$ cat src/rtl/nibble_serial_add_seq.sv
// Purpose: drives one external 4-bit adder slice to add two W-bit operands, one nibble per clock, LSB nibble first.
// Latency: out_valid_o rises exactly NIBBLES edges after the input accept edge; one op per NIBBLES+2 cycles.
// Backpressure: in_ready_o is high only in IDLE; the result is held stable in DONE until out_ready_i.
//
// Ports:
//   clk_i, rst_ni                      clock, asynchronous active-low reset
//   in_valid_i/in_ready_o              operand handshake; in_a_i, in_b_i (W bits), in_cin_i
//   add_x_o, add_y_o, add_cin_o        operands to the external 4-bit adder
//   add_k_i, add_cout_i                combinational result from that adder (same cycle)
//   out_valid_o/out_ready_i            result handshake; out_sum_o (W bits), out_cout_o
module nibble_serial_add_seq #(
  parameter int NIBBLES = 4
) (
  input  logic                 clk_i,
  input  logic                 rst_ni,
  input  logic                 in_valid_i,
  output logic                 in_ready_o,
  input  logic [4*NIBBLES-1:0] in_a_i,
  input  logic [4*NIBBLES-1:0] in_b_i,
  input  logic                 in_cin_i,
  output logic [3:0]           add_x_o,
  output logic [3:0]           add_y_o,
  output logic                 add_cin_o,
  input  logic [3:0]           add_k_i,
  input  logic                 add_cout_i,
  output logic                 out_valid_o,
  input  logic                 out_ready_i,
  output logic [4*NIBBLES-1:0] out_sum_o,
  output logic                 out_cout_o
);

  localparam int W  = 4 * NIBBLES;
  localparam int IW = (NIBBLES > 1) ? $clog2(NIBBLES) : 1;
  localparam logic [IW-1:0] LAST = IW'(NIBBLES - 1);

  typedef enum logic [1:0] {
    IDLE = 2'd0,
    RUN  = 2'd1,
    DONE = 2'd2
  } state_t;

  state_t         state_q, state_d;
  logic [IW-1:0]  idx_q, idx_d;
  logic [W-1:0]   a_sh_q, a_sh_d;
  logic [W-1:0]   b_sh_q, b_sh_d;
  logic [W-1:0]   sum_q, sum_d;
  logic           carry_q, carry_d;
  logic [W-1:0]   sum_shift;

  // The newest nibble sum enters at the top, so after NIBBLES shifts the
  // first (least-significant) nibble has arrived at bits [3:0].
  if (NIBBLES == 1) begin : g_one
    assign sum_shift = add_k_i;
  end else begin : g_many
    assign sum_shift = {add_k_i, sum_q[W-1:4]};
  end

  always_ff @(posedge clk_i or negedge rst_ni) begin
    if (!rst_ni) begin
      state_q <= IDLE;
      idx_q   <= '0;
      a_sh_q  <= '0;
      b_sh_q  <= '0;
      sum_q   <= '0;
      carry_q <= 1'b0;
    end else begin
      state_q <= state_d;
      idx_q   <= idx_d;
      a_sh_q  <= a_sh_d;
      b_sh_q  <= b_sh_d;
      sum_q   <= sum_d;
      carry_q <= carry_d;
    end
  end

  always_comb begin
    state_d     = state_q;
    idx_d       = idx_q;
    a_sh_d      = a_sh_q;
    b_sh_d      = b_sh_q;
    sum_d       = sum_q;
    carry_d     = carry_q;
    in_ready_o  = 1'b0;
    out_valid_o = 1'b0;
    out_sum_o   = '0;
    out_cout_o  = 1'b0;
    add_x_o     = 4'h0;
    add_y_o     = 4'h0;
    add_cin_o   = 1'b0;

    case (state_q)
      IDLE: begin
        in_ready_o = 1'b1;
        if (in_valid_i) begin
          a_sh_d  = in_a_i;
          b_sh_d  = in_b_i;
          carry_d = in_cin_i;
          idx_d   = '0;
          state_d = RUN;
        end
      end
      RUN: begin
        add_x_o   = a_sh_q[3:0];
        add_y_o   = b_sh_q[3:0];
        add_cin_o = carry_q;
        a_sh_d    = a_sh_q >> 4;
        b_sh_d    = b_sh_q >> 4;
        sum_d     = sum_shift;
        // Carry out of this nibble feeds only the next one; after the last
        // nibble it is the final carry out.
        carry_d   = add_cout_i;
        idx_d     = idx_q + 1'b1;
        if (idx_q == LAST) begin
          state_d = DONE;
        end
      end
      DONE: begin
        out_valid_o = 1'b1;
        out_sum_o   = sum_q;
        out_cout_o  = carry_q;
        if (out_ready_i) begin
          state_d = IDLE;
        end
      end
      default: begin
        state_d = IDLE;
      end
    endcase
  end

endmodule

$ cat config.mk
export PLATFORM = sky130hd
export DESIGN_NAME = nibble_serial_add_seq
export DESIGN_NICKNAME = d
export VERILOG_FILES = /design/src/rtl/nibble_serial_add_seq.sv
export SDC_FILE = /design/constraint.sdc
export NUM_CORES = 1
export LEC_CHECK = 0
export ABC_AREA = 1
export CORE_MARGIN = 5
export CORE_UTILIZATION = 49
export DETAILED_ROUTE_END_ITERATION = 10
export GPL_ROUTABILITY_DRIVEN = 0
export PLACE_DENSITY = 0.9
export SYNTH_ARGS = -nofsm -noshare
export SYNTH_HDL_FRONTEND = slang
export SYNTH_SLANG_ARGS = --single-unit
$ cat constraint.sdc
create_clock -name clk_i -period 2.63 [get_ports clk_i]
set_input_delay 0.263 -clock clk_i [delete_from_list [all_inputs] [get_ports clk_i]]
set_output_delay 0.263 -clock clk_i [all_outputs]
set_load 0.02 [all_outputs]
==> flow_summary.toml <==
[outcome]
status = "completed"

[timing]
slew_violations = 0
final.period_utilization_pct = 83.6
worst_pin_slew_ns = 0.611
setup_viol = 0
setup_tns_ns = 0
period_needed_ns = 2.20
fin_skew_ns = 0.00521
hold_viol = 0
max_freq_ghz = 0.455
slew_headroom_pct = 59.1
rsz0062_at_grt = "false"

[setup_path]
worstPathMaxFanout = 41
cp_slowest_cell = "clkdlybuf4s50_1"
crit_required_ns = 2.37
reg2reg_depth = 4
slowest_delay_ns = 0.64
reg2reg_from = "state_q[1]"
r2r_slack_ns = 0.89
cp.arrival_ns = 1.94
critPathCaptureType = "primary output"
crit_type = "reg -> out"
crit_chain = "inv_2 -> nand2_4 -> nor2_1 -> clkdlybuf4s50_1"
crit_path_start_kind = "register"
r2r_end = "b_sh_q[14]"

[synthesis]
syn_area_um2 = 2760
synth_cells = 366
synth_nets = 409
yosysSeqAreaShare_pct = 48.1
ys_ff_latch = 53
yosysWarningCount = 0
synthDistinctLibCells = 19
avgSynthCellArea_um2 = 7.53

[global_route]
grtUsageTotal_pct = 18.4
grt_max_degree = 42
grt_pass1_wl_mm = 10.8
grt_pass1_vias = 2379
antenna_found_initial = 0
overflow = 0

[layout]
finalNonFillerCells = 501
antennaDiodeCount = 0
drive_above_1_share_pct = 6.06
final_core_util_pct = 64.2
syn_to_final_growth_pct = 27.6
nNetsFinal = 471
layout_commonest_cell = "nand2_1"
layout_common_cells = "nand2_1, inv_1, clkdlybuf4s50_1"

[detailed_routing]
dr.pass1.iters = 5
viasPerCell = 4.83
ant_nets = 0
drt-initial-drc-count = 225
wl_per_cell_um = 12.7
vias = 2422
routed_wl_mm = 6.35
drc_errors = 0

[floorplanning]
core_area_um2 = 5470
rows = 27
die_area_um2 = 7220
start_util_pct = 50.3
ios = 70
die_y_um = 85.0
chipWidth_um = 85.0

[power_and_ir_drop]
total_power_uw = 3880
p_leak_uw = 0.00184
irDropWorstVdd_mv = 0.495
p_per_area_nw_per_um2 = 1100

[place]
dp_hpwl_mm = 4.48
dp_cells = 492
port_buffers = 69

[cts]
root_buffer = "clkbuf_8"
post_cts_buffers = 0
cts_resized = 0
cts_buffers = 5
clkSinkCount = 53
cts_hold_buf = 1
tritoncts = "yes"
cts_max_level = 2
path_clk_slew_ns = 0.09
clockBufferDepth = 2
clk_latency_ns = 0.31

[job]
max_cap_violations = 0

[min_path]
hold_path_class = "in -> async"
==> synthesized netlist by cell type <==
cell type,instances,area [um^2]
a21oi_1,1,5.00
buf_2,8,40.0
buf_4,4,30.0
buf_6,7,78.8
buf_8,1,15.0
dfrtp_1,53,1330
ha_1,1,12.5
inv_1,77,289
inv_2,1,3.75
nand2_1,102,383
nand2_2,2,12.5
nand2_4,2,22.5
nand3_1,45,225
nand3_2,6,60.1
nor2_1,29,109
nor2_4,1,11.3
o21ai_0,15,75.1
o21ai_1,10,50.1
o22ai_1,1,6.26
==> report_power, final <==
part	internal, uW	switching (uW)
combinational	729	1240
sequential	1200	213
clock	238	259
total	2170	1710
==> layout make-up <==
class,count,area (um^2)
Multi-Input combinational cell,215,972
Sequential cell,53,1330
Fill cell,471,1960
Clock inverter,1,5.00
Inverter,78,293
Clock buffer,7,96.3
Timing Repair Buffer,75,733
Tap cell,72,90.1
==> flip-flops by register name, summed over array words and instances (netlist names) <==
register	flops
a_sh_q	16
b_sh_q	16
carry_q	1
idx_q	2
state_q	2
sum_q	16
==> metal layers <==
metal / up-vias / wire length [um] / track usage [%] / part of all wire [%]
met4: 0 / 160 / 7.34 / 2.5
met2: 86 / 3230 / 30.6 / 51
met3: 20 / 387 / 3.98 / 6.1
li1: 1211 / - / - / -
met1: 1105 / 2580 / 23.2 / 41
met5: - / 0 / 0 / 0
==> worst max-delay path: cells and delay by family (launching register included) <==
kind | cells | cell delay [ns]
buf+inv | 2 | 0.76
flops | 1 | 0.44
simple gates | 2 | 0.43
==> metrics by stage <==
step / cell area, um^2 / hold WS [ns] / setup WS (ns)
2_1_floorplan: 2760 / -0.0326 / 1.23
5_1_grt: 3520 / 0.414 / 0.292
3_3_place_gp: 3400 / 0.181 / 0.805
6_report: 3520 / 0.387 / 0.430
3_5_place_dp: 3400 / 0.190 / 0.741
4_1_cts: 3520 / 0.398 / 0.420
==> cells by family after synthesis <==
kind of cell | Yosys count | share of synthesized area (%)
buf+inv | 98 | 16.6
flops | 53 | 48.1
simple gates | 187 | 29.9
fa+ha+maj | 1 | 0.454
compound gates | 27 | 4.95
==> how the worst max path moves through the flow <==
stage / from / end / slack (ns) / cells after the start
floorplan: state_q[1] / add_cin_o / 1.23 / 5
CTS: state_q[1] / add_x_o[3] / 0.42 / 4
finish: state_q[1] / add_x_o[3] / 0.43 / 4
detailed placement: in_valid_i / b_sh_q[4] / 0.74 / 5
global placement: state_q[1] / add_y_o[0] / 0.81 / 4
global route: state_q[1] / add_y_o[0] / 0.29 / 4
No activity file was read; power rests on OpenSTA's default activity.
